==> src/rtl/pipe_pkg.sv <==
// Shared types and constants for the 5-stage pipeline hazard controller.
package pipe_pkg;

  localparam int ADDR_W = 3;

  typedef enum logic [1:0] {
    RUN        = 2'd0,
    LOAD_STALL = 2'd1,
    MEM_WAIT   = 2'd2
  } state_e;

  localparam logic [1:0] FWD_RF    = 2'd0;
  localparam logic [1:0] FWD_EXMEM = 2'd1;
  localparam logic [1:0] FWD_MEMWB = 2'd2;

  typedef struct packed {
    logic pc;
    logic if_id;
    logic id_ex;
    logic ex_mem;
    logic mem_wb;
  } stage_en_t;

endpackage

==> src/rtl/pipe_fwd_unit.sv <==
// Operand forwarding select for one EX operand; latency: combinational.
// Backpressure: none, pure compare of source against in-flight destinations.
module pipe_fwd_unit
  import pipe_pkg::*;
#(
  parameter int ADDR_W = pipe_pkg::ADDR_W
) (
  input  logic [ADDR_W-1:0] src_addr,
  input  logic              ex_wr_en,
  input  logic [ADDR_W-1:0] ex_write_addr,
  input  logic              mem_wr_en,
  input  logic [ADDR_W-1:0] mem_write_addr,
  output logic [1:0]        fwd_sel
);

  // The younger producer (EX_MEM) wins; r0 is hardwired and never forwards.
  always_comb begin
    fwd_sel = FWD_RF;
    if (src_addr != '0) begin
      if (ex_wr_en && (ex_write_addr == src_addr)) begin
        fwd_sel = FWD_EXMEM;
      end else if (mem_wr_en && (mem_write_addr == src_addr)) begin
        fwd_sel = FWD_MEMWB;
      end
    end
  end

endmodule

==> src/rtl/pipe_hazard_ctrl.sv <==
// Pipeline hazard/sequencing controller: load-use stall, branch flush, data-memory wait; outputs combinational
// from state and inputs, memory backpressure via mem_req/mem_ready. Optional stall counter: PIPE_STALL_CNT_EN.
module pipe_hazard_ctrl
  import pipe_pkg::*;
#(
  parameter int ADDR_W      = pipe_pkg::ADDR_W,
  parameter int MEM_TIMEOUT = 15,
  parameter int CNT_W       = 16
) (
  input  logic              clk,
  input  logic              rst,
  input  logic [ADDR_W-1:0] id_rs1,
  input  logic [ADDR_W-1:0] id_rs2,
  input  logic              id_use_rs1,
  input  logic              id_use_rs2,
  input  logic              ex_wr_en,
  input  logic              ex_load,
  input  logic [ADDR_W-1:0] ex_write_addr,
  input  logic              mem_wr_en,
  input  logic              mem_access,
  input  logic [ADDR_W-1:0] mem_write_addr,
  input  logic              mem_ready,
  input  logic              branch_taken,
  output logic              mem_req,
  output logic              pc_en,
  output logic              if_id_en,
  output logic              id_ex_en,
  output logic              ex_mem_en,
  output logic              mem_wb_en,
  output logic              if_id_flush,
  output logic              id_ex_flush,
  output logic [1:0]        fwd_a,
  output logic [1:0]        fwd_b,
  output logic              mem_err
`ifdef PIPE_STALL_CNT_EN
  ,
  output logic [CNT_W-1:0]  stall_cnt
`endif
);

  localparam int TMR_W = $clog2(MEM_TIMEOUT + 1);
  localparam logic [TMR_W-1:0] TMR_MAX = TMR_W'(MEM_TIMEOUT);

  if (MEM_TIMEOUT < 1 || CNT_W < 1) begin : g_param_chk
    $error("pipe_hazard_ctrl: MEM_TIMEOUT and CNT_W must be at least 1");
  end

  state_e           state_q, state_d;
  logic [TMR_W-1:0] timer_q, timer_d;
  logic             mem_err_q, mem_err_d;
  stage_en_t        en;
  logic             mem_stall;
  logic             load_use;
  logic [1:0]       fwd_a_raw, fwd_b_raw;

  assign mem_stall = mem_access & ~mem_ready;

  assign load_use = ex_load & ex_wr_en & (ex_write_addr != '0) &
                    ((id_use_rs1 & (id_rs1 == ex_write_addr)) |
                     (id_use_rs2 & (id_rs2 == ex_write_addr)));

  always_ff @(posedge clk or negedge rst) begin
    if (!rst) begin
      state_q   <= RUN;
      timer_q   <= '0;
      mem_err_q <= 1'b0;
    end else begin
      state_q   <= state_d;
      timer_q   <= timer_d;
      mem_err_q <= mem_err_d;
    end
  end

  // Timer counts stall cycles of the current access, the RUN cycle that raised mem_req being cycle 0.
  always_comb begin
    state_d = state_q;
    timer_d = '0;
    case (state_q)
      RUN: begin
        if (mem_stall) begin
          state_d = MEM_WAIT;
          timer_d = TMR_W'(1);
        end else if (branch_taken) begin
          state_d = RUN;
        end else if (load_use) begin
          state_d = LOAD_STALL;
        end
      end
      LOAD_STALL: begin
        if (mem_stall) begin
          state_d = MEM_WAIT;
          timer_d = TMR_W'(1);
        end else begin
          state_d = RUN;
        end
      end
      MEM_WAIT: begin
        if (mem_ready) begin
          state_d = RUN;
        end else begin
          timer_d = (timer_q == TMR_MAX) ? timer_q : timer_q + TMR_W'(1);
        end
      end
      default: state_d = RUN;
    endcase
    mem_err_d = mem_err_q | ((state_d == MEM_WAIT) && (timer_d == TMR_MAX));
  end

  // Outputs are forced to their idle values while reset is held, independent of inputs.
  always_comb begin
    en          = '1;
    mem_req     = 1'b0;
    if_id_flush = 1'b0;
    id_ex_flush = 1'b0;
    if (rst) begin
      case (state_q)
        RUN: begin
          if (mem_stall) begin
            en      = '0;
            mem_req = 1'b1;
          end else if (branch_taken) begin
            if_id_flush = 1'b1;
            id_ex_flush = 1'b1;
          end else if (load_use) begin
            en.pc       = 1'b0;
            en.if_id    = 1'b0;
            id_ex_flush = 1'b1;
          end
        end
        LOAD_STALL: begin
          // The load now sits in MEM; its access still has to be honoured.
          if (mem_stall) begin
            en      = '0;
            mem_req = 1'b1;
          end
        end
        MEM_WAIT: begin
          mem_req = 1'b1;
          if (!mem_ready) begin
            en = '0;
          end
        end
        default: ;
      endcase
    end
  end

  assign pc_en     = en.pc;
  assign if_id_en  = en.if_id;
  assign id_ex_en  = en.id_ex;
  assign ex_mem_en = en.ex_mem;
  assign mem_wb_en = en.mem_wb;
  assign mem_err   = mem_err_q;

  pipe_fwd_unit #(.ADDR_W(ADDR_W)) u_fwd_a (
    .src_addr       (id_rs1),
    .ex_wr_en       (ex_wr_en),
    .ex_write_addr  (ex_write_addr),
    .mem_wr_en      (mem_wr_en),
    .mem_write_addr (mem_write_addr),
    .fwd_sel        (fwd_a_raw)
  );

  pipe_fwd_unit #(.ADDR_W(ADDR_W)) u_fwd_b (
    .src_addr       (id_rs2),
    .ex_wr_en       (ex_wr_en),
    .ex_write_addr  (ex_write_addr),
    .mem_wr_en      (mem_wr_en),
    .mem_write_addr (mem_write_addr),
    .fwd_sel        (fwd_b_raw)
  );

  assign fwd_a = rst ? fwd_a_raw : FWD_RF;
  assign fwd_b = rst ? fwd_b_raw : FWD_RF;

`ifdef PIPE_STALL_CNT_EN
  logic [CNT_W-1:0] stall_cnt_q, stall_cnt_d;

  always_comb begin
    stall_cnt_d = stall_cnt_q;
    if (!en.pc && (stall_cnt_q != '1)) begin
      stall_cnt_d = stall_cnt_q + CNT_W'(1);
    end
  end

  always_ff @(posedge clk or negedge rst) begin
    if (!rst) begin
      stall_cnt_q <= '0;
    end else begin
      stall_cnt_q <= stall_cnt_d;
    end
  end

  assign stall_cnt = stall_cnt_q;
`endif

endmodule

==> config.mk <==
export PLATFORM = sky130hd
export DESIGN_NAME = pipe_hazard_ctrl
export DESIGN_NICKNAME = d
export VERILOG_FILES = /design/src/rtl/pipe_pkg.sv /design/src/rtl/pipe_fwd_unit.sv /design/src/rtl/pipe_hazard_ctrl.sv
export SDC_FILE = /design/constraint.sdc
export NUM_CORES = 1
export LEC_CHECK = 0
export ABC_AREA = 1
export BUFFER_PORTS_ARGS = -buffer_cell sky130_fd_sc_hd__buf_2
export CORE_MARGIN = 4
export CORE_UTILIZATION = 46
export CTS_BUF_LIST = sky130_fd_sc_hd__clkbuf_4
export DETAILED_ROUTE_END_ITERATION = 16
export GPL_ROUTABILITY_DRIVEN = 0
export PLACE_DENSITY = 0.82
export RECOVER_POWER = 50
export SLEW_MARGIN = 30
export SYNTH_ARGS = -nofsm -noshare
export SYNTH_HDL_FRONTEND = slang
export SYNTH_SLANG_ARGS = --single-unit
==> constraint.sdc <==
create_clock -name clk -period 1.4 [get_ports clk]
set_input_delay 0.21 -clock clk [delete_from_list [all_inputs] [get_ports clk]]
set_output_delay 0.21 -clock clk [all_outputs]
set_load 0.01 [all_outputs]
* Yosys cells after proc, flatten, opt, wreduce, memory -nomap -nowiden
Index checks and enable logic that the tools add are counted.
** Cells by class
- Bitwise operators :: 9
- Multiplexer cells :: 38
- Reduce and logical (&&, ||, !) cells :: 10
- Add/sub/neg operators :: 1
- Equal/unequal tests :: 11
** Operators with widths (number)
- $mux W2 :: 16
- $eq A3 B3 Y1 :: 6
- $mux W5 :: 3
- $pmux W5 S3 :: 1
- $mux W1 :: 12
- $reduce_bool A3 Y1 :: 3
- $eq A4 B4 Y1 const B :: 2
- $mux W4 :: 2
- $pmux W4 S2 :: 1
- $and A1 B1 Y1 :: 6
- $pmux W2 S3 :: 1
- $logic_and A1 B1 Y1 :: 5
- $add A4 B1 Y4 const B :: 1
- $eq A2 B2 Y1 const B :: 2
- $mux W3 :: 1
- $eq A2 B1 Y1 const B :: 1
- $logic_not A2 Y1 :: 1
- $or A1 B1 Y1 :: 2
- $pmux W1 S2 :: 1
- $reduce_or A2 Y1 :: 1
- $not A1 Y1 :: 1
** Word-level totals
- Bits of input ports :: 22
- Logic and storage cells :: 72
- Output and inout port bits :: 13
- Register bits after elaboration :: 7

* Longest topological paths before layout
Gate-level depths: netlist of run 1.
- Depth in word-level cells :: 11
- Gate-level depth with buffers :: 9
- Gate-level depth less buffers :: 8

* Modules after synthesis
A second synthesis of run 1 with hierarchy kept.
** Second synthesis, totals
- Cell total of the unflattened synthesis :: 169
- Area, all modules :: 897.1 um2
** Modules (own cells, without submodules)
- pipe_hazard_ctrl :: cells an instance 105, area each 634.4 um2, times used 1, sequential area each 175.2 um2
- pipe_fwd_unit :: cells an instance 32, area each 131.4 um2, times used 2, sequential area each 0.0 um2

* Least setup slack after synthesis of run 1
No wires, ideal clock.
- Path type :: register to output
- Start point :: register state_q[1]
- End point :: output pc_en
- Data arrival time :: 1.064 ns
- Stages on the path, launching flop included :: 6
- Setup slack :: 0.126 ns
- Required time :: 1.190 ns
- Path buffers :: 1
- Cells stage by stage :: dfrtp_1 inv_2 nand2_1 a221oi_1 nand2_1 buf_4
** Between the ends
- Longest elaborated chain between the ends :: 3
- Elaborated cells on any way between the ends :: 5
- Classes of those cells :: 2 x eq/ne; 2 x mux; 1 x reduce/logical
** Ends and longest elaborated chain
- from (decl) :: line pipe_hazard_ctrl.sv:48 : state_e state_q, state_d;
- from (signal assigned) :: line pipe_hazard_ctrl.sv:68 : state_q <= state_d;
- $eq A2 B2 Y1, or another cell as far along :: line pipe_hazard_ctrl.sv:116 : case (state_q)
- $pmux W5 S3 (*) :: line pipe_hazard_ctrl.sv:116
- $mux W5 (*) :: line pipe_hazard_ctrl.sv:115 : if (rst) begin
- to (decl) :: line pipe_hazard_ctrl.sv:25 : output logic pc_en,
Every way passes the cells marked *; elsewhere a longest branch is shown, timed or not.

* Final worst setup path of run 1
- Start point :: register state_q[1]
- End point :: output if_id_en
** Between the ends
- Longest elaborated chain between the ends :: 3
- Elaborated cells on any way between the ends :: 5
- Classes of those cells :: 2 x eq/ne; 2 x mux; 1 x reduce/logical
** Ends and longest elaborated chain
- $eq A2 B2 Y1, or another cell as far along :: line pipe_hazard_ctrl.sv:116
- $pmux W5 S3 (*) :: line pipe_hazard_ctrl.sv:116
- $mux W5 (*) :: line pipe_hazard_ctrl.sv:115
- to (decl) :: line pipe_hazard_ctrl.sv:26 : output logic if_id_en,
Marked as above.

==> results of run 1 <==
cell usage after synthesis (3+ instances only):
cell type   n  area share [%]
nor2_1      7             3.8
nand2_1    29              16
buf_4       3             3.3
a21oi_1     5             3.6
nand4_1     4             3.6
xnor2_1     4             5.1
nor3_1      5             3.6
nand3_1     6             4.4
inv_1      19              10
dfrtp_1     7              26
o21ai_0     3             2.2
state kept, by name (all words and copies together) (netlist names):
name	cells
state_q	2
timer_q	4
mem_err	1
per-layer routing:
metal	vias up	track usage (%)	share of wire [%]
li1	423	-	-
met1	364	20.7	40
met2	41	33.2	50
met3	4	2.34	8.1
met4	0	8.29	1.7
met5	-	0	0
final cells by class:
class	instances	share of cell area [%]
Tap cell	15	1.98
Timing Repair Buffer	39	21.7
Clock buffer	4	3.17
Inverter	20	7.93
Sequential cell	7	18.6
Multi-Input combinational cell	77	46.6
repair_timing:
item | CTS | global route
gates cloned | 0 | 0
setup buffers | 0 | 2
hold endpoints to repair | 7 | 0
pin swaps | 1 | 2
endpoints found under the setup margin | 7 | 8
gates resized for setup | 2 | 7
hold buffers | 1 | 0
critical path: stages (launching register included):
cell and delay [ns]:
dfrtp_1 0.40, inv_2 0.10, nand2_2 0.07, a221oi_2 0.24, nand2_1 0.09, buf_2 0.15
cell families after synthesis:
group,after synthesis,synth area share (%)
XOR/XNOR,6,7.65
adder cells (fa/ha/maj),1,1.82
AO/OA/AOI/OAI,11,9.65
AND/OR/NAND/NOR,59,41.2
buffers and inverters,23,14.2
flip-flops,7,25.5
power by group through the flow:
stage	clock, mW	combinational (mW)	sequential, mW
after floorplan	0	0.119	0.221
after global placement	0	0.192	0.222
after detailed placement	0	0.197	0.222
after CTS	0.209	0.206	0.219
after global routing	0.230	0.245	0.220
final	0.212	0.221	0.219
final timing paths:
| path | start | to | slack (ns) | depth (start not counted) |
|---|---|---|---|---|
| worst min register to register | mem_err | mem_err | 0.46 | 2 |
| worst max register to register | state_q[1] | mem_err | 0.05 | 7 |
| worst max-delay path | state_q[1] | if_id_en | -0.12 | 5 |
| worst min-delay path | branch_taken | state_q[0] | 0.24 | 4 |
| min in group asynchronous | rst | state_q[1] | 0.49 | 2 |
| max in group asynchronous | rst | mem_err | 0.45 | 3 |
cell usage in the layout, fill, tap and decap left out, types with 3 or more instances in the layout:
master,n
dfrtp_1,6
xnor2_1,4
buf_4,3
nand2_1,26
clkbuf_4,4
o21ai_0,3
a21oi_1,4
buf_2,33
nor3_1,4
inv_1,18
nand3_1,6
nor2_1,7
nand4_1,4
==> results_dict.tcl, run 1 <==
set metrics [dict create \
    grt_usage_pct 18.3 \
    path_clk_slew_ns 0.06 \
    nets 171 \
    p_int_mw 0.433 \
    antenna_found_initial 0 \
    root_buffer "clkbuf_4" \
    post-place-cells 155 \
    maxCapViolCount 0 \
    async_reset_ff_share_pct 100 \
    hold_viol_final 0 \
    syn_avg_cell_area_um2 6.42 \
    instances_no_fill 162 \
    powerDensity_nw_per_um2 689 \
    pwr-share-seq_pct 33.6 \
    timing.hold.ws_ns 0.242 \
    period_needed_ns 1.52 \
    p_sw_share_pct 33.7 \
    power.leakage_nw 0.534 \
    ios 35 \
    clock_power_share_pct 32.5 \
    design_area_um2 947 \
    core_um2 1350 \
    io_buffers 34 \
    synth_seq_cells 7 \
    p_comb_share_pct 33.9 \
    regArea_um2 176 \
    drt_iter0_drc 12 \
    crit_type "reg -> out" \
    min_period_over_period_pct 108 \
    final_layout_size_suffix_gt1_share_pct 36.7 \
    synth_edf_count 0 \
    num_vias 832 \
    cts_buffer_depth 2 \
    place_area_um2 868 \
    overflow 0 \
    die_y_um 46.6 \
    outcome "finished, violations left" \
    arrival_ns 1.31 \
    tightest_slew_ns 0.264 \
    netSwitchingPower_mw 0.220 \
    dr.pass1.iters 4 \
    cts_tree "built" \
    grt_start_max_net_pins 6 \
    yosys_warnings 0 \
    syn_inst 107 \
    required_ns 1.19 \
    violations "negative setup slack" \
    die_w_um 46.6 \
    final_util_pct 70.2 \
    die-area_um2 2180 \
    p_total_mw 0.652 \
    ys_seq_area_share_pct 25.5 \
    setup_violations 8 \
    initial_core_util_pct 50.9 \
    nFillCells 123 \
    drc 0 \
    vias_per_cell 5.14 \
    n_antenna_cell 0 \
    wl_mm 1.87 \
    fmax_ghz 0.659 \
    endpoint_kind "primary output" \
    critPathLaunchType "flop" \
    rows 13 \
    netlist_area_um2 687 \
    path_max_fanout 2 \
    synth_cell_types 24 \
    worstHoldPathType "in -> reg" \
    synth_nets 130 \
    relSlewSlack_pct 82.2 \
    drv_slew 0 \
    clock-sinks 7 \
    grt_pass1_vias 743 \
    rsz0062_at_grt "yes" \
    dp_hpwl_mm 1.45 \
    multiInputGateArea_um2 442 \
    area_growth_pct 37.9 \
    dp_slack_ns 0.101 \
    synth_ff_type "dfrtp_1" \
    drt-wirelength-per-cell_um 11.5 \
    ir_drop_mv 0.361 \
    fin_skew_ns 0.0148 \
    grt_pass1_wl_mm 2.82 \
    htreeDepth 1 \
    drtAntennaViolNets 0 \
    tns_ns -0.646 \
    worst_slack_ns -0.117 \
    clk_latency_ns 0.26 \
    numCtsBuffers 3 \
]
No activity file was read; power rests on OpenSTA's default activity.
==> run 2: changes to the inputs <==
==> constraint.sdc (replaced) <==
create_clock -name clk -period 1.4 [get_ports clk]
set_input_delay 0.14 -clock clk [delete_from_list [all_inputs] [get_ports clk]]
set_output_delay 0.14 -clock clk [all_outputs]
set_load 0.01 [all_outputs]
==> run 2 against run 1 <==
Net effect:
- the flow still finishes with violations (negative setup slack)
- largest power group unchanged
- first-iteration DRC count rose by 100%
- non-clock buffer count rose by 2
- global-route usage rose by 1.2 points
- largest cell class unchanged
==> results_dict.tcl, run 2 (same netlist as run 1, synthesis figures left out) <==
set metrics [dict create \
    hold_end "state_q[0]" \
    worst_slack_ns -0.100 \
    final_layout_size_suffix_gt1_share_pct 37.6 \
    largest_reg_flops 4 \
    wl_mm 2.16 \
    dp_hpwl_mm 1.49 \
    drc 0 \
    nets 173 \
    power.leakage_nw 0.564 \
    path_max_fanout 4 \
    hp-start "branch_taken" \
    min_period_over_period_pct 107 \
    antenna_found_initial 0 \
    outcome "finished, violations left" \
    p_total_mw 0.688 \
    design_area_um2 998 \
    final_common_cell "buf_2" \
    drtAntennaViolNets 0 \
    path_clk_slew_ns 0.06 \
    final_util_pct 74.0 \
    drt_iter0_drc 24 \
    nFillCells 118 \
    ir_drop_mv 0.353 \
    worstHoldPathType "in -> reg" \
    ff2ff_path_depth 8 \
    tns_ns -0.518 \
    r2r_start "state_q[1]" \
    tightest_slew_ns 0.422 \
    place_area_um2 861 \
    regArea_um2 176 \
    hold_viol_final 0 \
    clk_latency_ns 0.27 \
    period_needed_ns 1.50 \
    htreeDepth 1 \
    violations "negative setup slack" \
    powerDensity_nw_per_um2 689 \
    overflow 0 \
    grt_usage_pct 19.4 \
    io_buffers 34 \
    multiInputGateArea_um2 465 \
    die-area_um2 2180 \
    reg2reg_slack_ns 0.05 \
    required_ns 1.26 \
    initial_core_util_pct 50.9 \
    setup_violations 8 \
    fin_skew_ns 0.00685 \
    die_w_um 46.6 \
    holdPathStages 4 \
    numCtsBuffers 3 \
    ios 35 \
    regMostFlops "timer_q" \
    cts_tree "built" \
    rr_endpoint "mem_err" \
    fmax_ghz 0.667 \
    grt_start_max_net_pins 8 \
    grt_pass1_vias 774 \
    drt-wirelength-per-cell_um 13.1 \
    cts_buffer_depth 2 \
    rsz0062_at_grt "yes" \
    mostFrequentLayoutCells "buf_2 (31), nand2_1 (25), inv_1 (19), nor2_1 (7)" \
    relSlewSlack_pct 71.8 \
    die_y_um 46.6 \
    root_buffer "clkbuf_4" \
    endpoint_kind "primary output" \
    maxCapViolCount 0 \
    core_um2 1350 \
    dr.pass1.iters 4 \
    critPathLaunchType "flop" \
    area_growth_pct 45.4 \
    arrival_ns 1.36 \
    rows 13 \
    n_antenna_cell 0 \
    grt_pass1_wl_mm 2.99 \
    crit_type "reg -> out" \
    vias_per_cell 5.30 \
    num_vias 870 \
    drv_slew 0 \
    clock-sinks 7 \
]
[run 2: changes by cell type in the layout (fill, tap and decap cells not counted), sizes merged]
cell | before | now
buf | 36 | 38
[run 2: metrics by stage]
stage	setup slack (ns)	std cells	hold slack, ns
2_1_floorplan	0.196	107	-0.156
3_3_place_gp	0.180	154	0.106
3_5_place_dp	0.122	154	0.103
4_1_cts	-0.0367	160	0.169
5_1_grt	-0.152	164	0.217
6_report	-0.100	164	0.177
[run 2: layout make-up]
| type | instances | share of cell area [%] |
|---|---|---|
| clock buffers | 4 | 3.01 |
| inverters | 20 | 7.52 |
| multi-input cells | 77 | 46.6 |
| flip-flops and latches | 7 | 17.7 |
| well taps | 15 | 1.88 |
| repair buffers | 41 | 23.3 |
[run 2: repair_timing]
action / 4_1_cts / 5_1_grt
resized for setup: 4 / 12
pin swaps: 2 / 4
hold endpoints to repair: 7 / 0
setup endpoints to repair: 6 / 9
hold buffers: 1 / 0
setup buffers: 1 / 4
[run 2: critical path, cell delays in order (launching register included)]
cell,delay (ns)
dfrtp_1,0.41
inv_2,0.09
nor2_4,0.17
inv_1,0.07
a21oi_1,0.18
buf_2,0.17
[run 2: worst max-delay path by stage]
stage	endpoint	slack [ns]	from
2_1_floorplan	pc_en	0.20	state_q[1]
3_3_place_gp	mem_err	0.18	timer_q[0]
3_5_place_dp	mem_err	0.12	timer_q[0]
4_1_cts	id_ex_flush	-0.04	state_q[0]
5_1_grt	if_id_en	-0.15	state_q[1]
6_report	mem_req	-0.10	state_q[1]
[run 2: power by group]
part	switching [mW]	internal, mW
Sequential	0.00979	0.211
Clock	0.0881	0.129
Combinational	0.143	0.108
Total	0.241	0.447
[run 2: layer usage]
layer / wire, µm / global-route usage (%) / vias up
li1: - / - / 427
met1: 794 / 20.9 / 400
met2: 1180 / 34.6 / 36
met3: 114 / 2.73 / 7
met4: 68 / 12.7 / 0
met5: 0 / 0 / -
==> run 3: changes to the inputs <==
- ABC_AREA: 1 -> unset
- CORE_UTILIZATION: 46 -> 47
- PLACE_DENSITY: 0.82 -> 0.83
==> run 3 against run 2 <==
Net effect:
- the run still ends with negative setup slack left
- synthesized area rose by 2.7%
- non-clock buffer count rose by 6
- synthesized cell count fell by 23%
- final area rose by 11%
- global-route usage fell by 0.48 points
- routed wire length fell by 6.3%
- critical path depth fell by 2
- sequential cell count did not move
- sequential share of layout area fell by 1.9 points
- sequential power fell by 3%
- critical endpoint is now pc_en
- largest power group unchanged
==> results_dict.tcl, run 3 <==
set metrics [dict create \
    outcome "finished, violations left" \
    violations "negative setup slack" \
    clock-sinks 7 \
    multiInputGateArea_um2 591 \
    mostFrequentLayoutCells "buf_2 (29), buf_4 (11), xor2_1 (8), dfrtp_1 (7)" \
    synth_cell_types 33 \
    async_reset_ff_share_pct 100 \
    critical-path-top-delay-family "simple AND/OR/NAND/NOR gates" \
    syn_avg_cell_area_um2 8.61 \
    synth.area.top_cells "dfrtp_1 (25%), xor2_1 (9.9%), nor3b_1 (5.3%), a2111oi_2 (4.3%), o31a_1 (3.7%)" \
    reg2reg_slack_ns 0.03 \
    power.leakage_nw 0.500 \
    die_w_um 46.8 \
    io_buffers 34 \
    drt_iter0_drc 23 \
    synth_ff_type "dfrtp_1" \
    die_y_um 46.8 \
    antenna_found_initial 0 \
    drc 0 \
    netlist.area_leader.share_pct 24.8 \
    dr.pass1.iters 4 \
    critPathLaunchType "flop" \
    powerDensity_nw_per_um2 631 \
    cp.depth 3 \
    core_um2 1350 \
    netlist_area_um2 706 \
    regMostFlops "timer_q" \
    synth_nets 105 \
    yosysMostFrequentCell "xor2_1" \
    htreeDepth 1 \
    r2r_start "state_q[0]" \
    path_buf_inv 1 \
    cts_buffer_depth 2 \
    rows 13 \
    numCtsBuffers 3 \
    holdPathStages 2 \
    fmax_ghz 0.597 \
    timing.hold.ws_ns 0.0882 \
    crit_end "pc_en" \
    synth_seq_cells 7 \
    relSlewSlack_pct 75.1 \
    period_needed_ns 1.68 \
    worstSetupStartpoint "state_q[0]" \
    largest_reg_flops 4 \
    tightest_slew_ns 0.369 \
    synth_top_area_cell "dfrtp_1" \
    slowest_delay_ns 0.50 \
    cts_tree "built" \
    wl_mm 2.02 \
    syn_inst 82 \
    final_common_cell "buf_2" \
    required_ns 1.26 \
    dp_hpwl_mm 1.52 \
    rsz0062_at_grt "yes" \
    worst_slack_ns -0.276 \
    hold_viol_final 0 \
    grt_start_max_net_pins 8 \
    overflow 0 \
    worstHoldPathType "in -> reg" \
    place_area_um2 925 \
    vias_per_cell 5.57 \
    ff2ff_path_depth 6 \
    die-area_um2 2190 \
    final_layout_size_suffix_gt1_share_pct 53.9 \
    nFillCells 84 \
    initial_core_util_pct 52.3 \
    crit_type "reg -> out" \
    synth_edf_count 0 \
    ys_seq_area_share_pct 24.8 \
    regArea_um2 175 \
    min_period_over_period_pct 120 \
    ios 35 \
    area_growth_pct 57.6 \
    setup_violations 8 \
    clk_latency_ns 0.26 \
    grt_usage_pct 18.9 \
    endpoint_kind "primary output" \
    design_area_um2 1110 \
    nets 152 \
    root_buffer "clkbuf_4" \
    path_max_fanout 2 \
    yosys_warnings 0 \
    n_antenna_cell 0 \
    arrival_ns 1.54 \
    yosys-top-cells-count "xor2_1 (8), dfrtp_1 (7), nand2_1 (6), nor2_1 (6)" \
    drt-wirelength-per-cell_um 14.1 \
    cp_cell_sequence "or4b_1 > o31a_1 > buf_2" \
    drv_slew 0 \
    path_clk_slew_ns 0.06 \
    grt_pass1_vias 761 \
    ir_drop_mv 0.534 \
    num_vias 797 \
    grt_pass1_wl_mm 2.96 \
    critPathSlowestCell "or4b_1" \
    rr_endpoint "mem_err" \
    fin_skew_ns 0.00511 \
    maxCapViolCount 0 \
    drtAntennaViolNets 0 \
]
run 3: cell types whose count changed after synthesis, sizes merged, moves of 3 or more:
cell / delta
nand4: -4
nand2: -24
o31a: +3
nor2: -3
xor2: +6
inv: -19
nor3b: +3
nand2b: +3
run 3: per-layer routing:
layer | vias to the layer above | routed length, µm | GRT usage, %
li1 | 393 | - | -
met1 | 371 | 751 | 21.1
met2 | 33 | 1120 | 34.9
met3 | 0 | 153 | 6.90
met4 | 0 | 0 | 3.31
met5 | - | 0 | 0
run 3: power by group:
group          leakage, nW  switching (mW)  internal, mW
registers           0.0953         0.00496         0.209
clock network       0.0184          0.0816         0.129
logic                0.387           0.140         0.137
run 3: cell type report:
| class | instances | share of cell area, % |
|---|---|---|
| Clock buffer | 4 | 2.70 |
| Timing Repair Buffer | 47 | 26.4 |
| Multi-Input combinational cell | 69 | 53.1 |
| Inverter | 1 | 0.337 |
| Sequential cell | 7 | 15.7 |
| Tap cell | 15 | 1.69 |
run 3: worst min path at each step:
| stage | slack (ns) | to | from |
|---|---|---|---|
| floorplan | -0.16 | mem_err | rst |
| global placement | 0.09 | timer_q[0] | rst |
| detailed placement | 0.09 | timer_q[0] | rst |
| CTS | 0.07 | state_q[0] | branch_taken |
| global route | 0.09 | state_q[0] | branch_taken |
| finish | 0.09 | state_q[0] | branch_taken |
run 3: cells by family after synthesis:
family	Yosys count	share of synthesized area, %
xor+xnor	11	13.7
flops	7	24.8
buf+inv	6	4.79
mux	2	2.84
compound gates	18	20.4
simple gates	37	31.7
fa+ha+maj	1	1.77
run 3: stage by stage:
step,utilization [%],setup TNS (ns),worst slack [ns],total power [mW],std cells
after detailed placement,68.5,-0.0332,-0.0155,0.435,134
after floorplan,-,-0.0843,-0.0843,0.335,82
after CTS,75.3,-1.12,-0.295,0.668,140
final,82.4,-1.28,-0.276,0.702,143
after global placement,68.5,0,0.0000232,0.425,134
after global routing,82.4,-1.72,-0.331,0.740,143
run 3: timing repair:
action,4_1_cts,5_1_grt
setup buffers,1,3
endpoints found under the setup margin,8,10
hold buffers,1,0
endpoints found under the hold margin,7,0
gates resized for setup,8,16
pin swaps,2,4
gates cloned,0,0
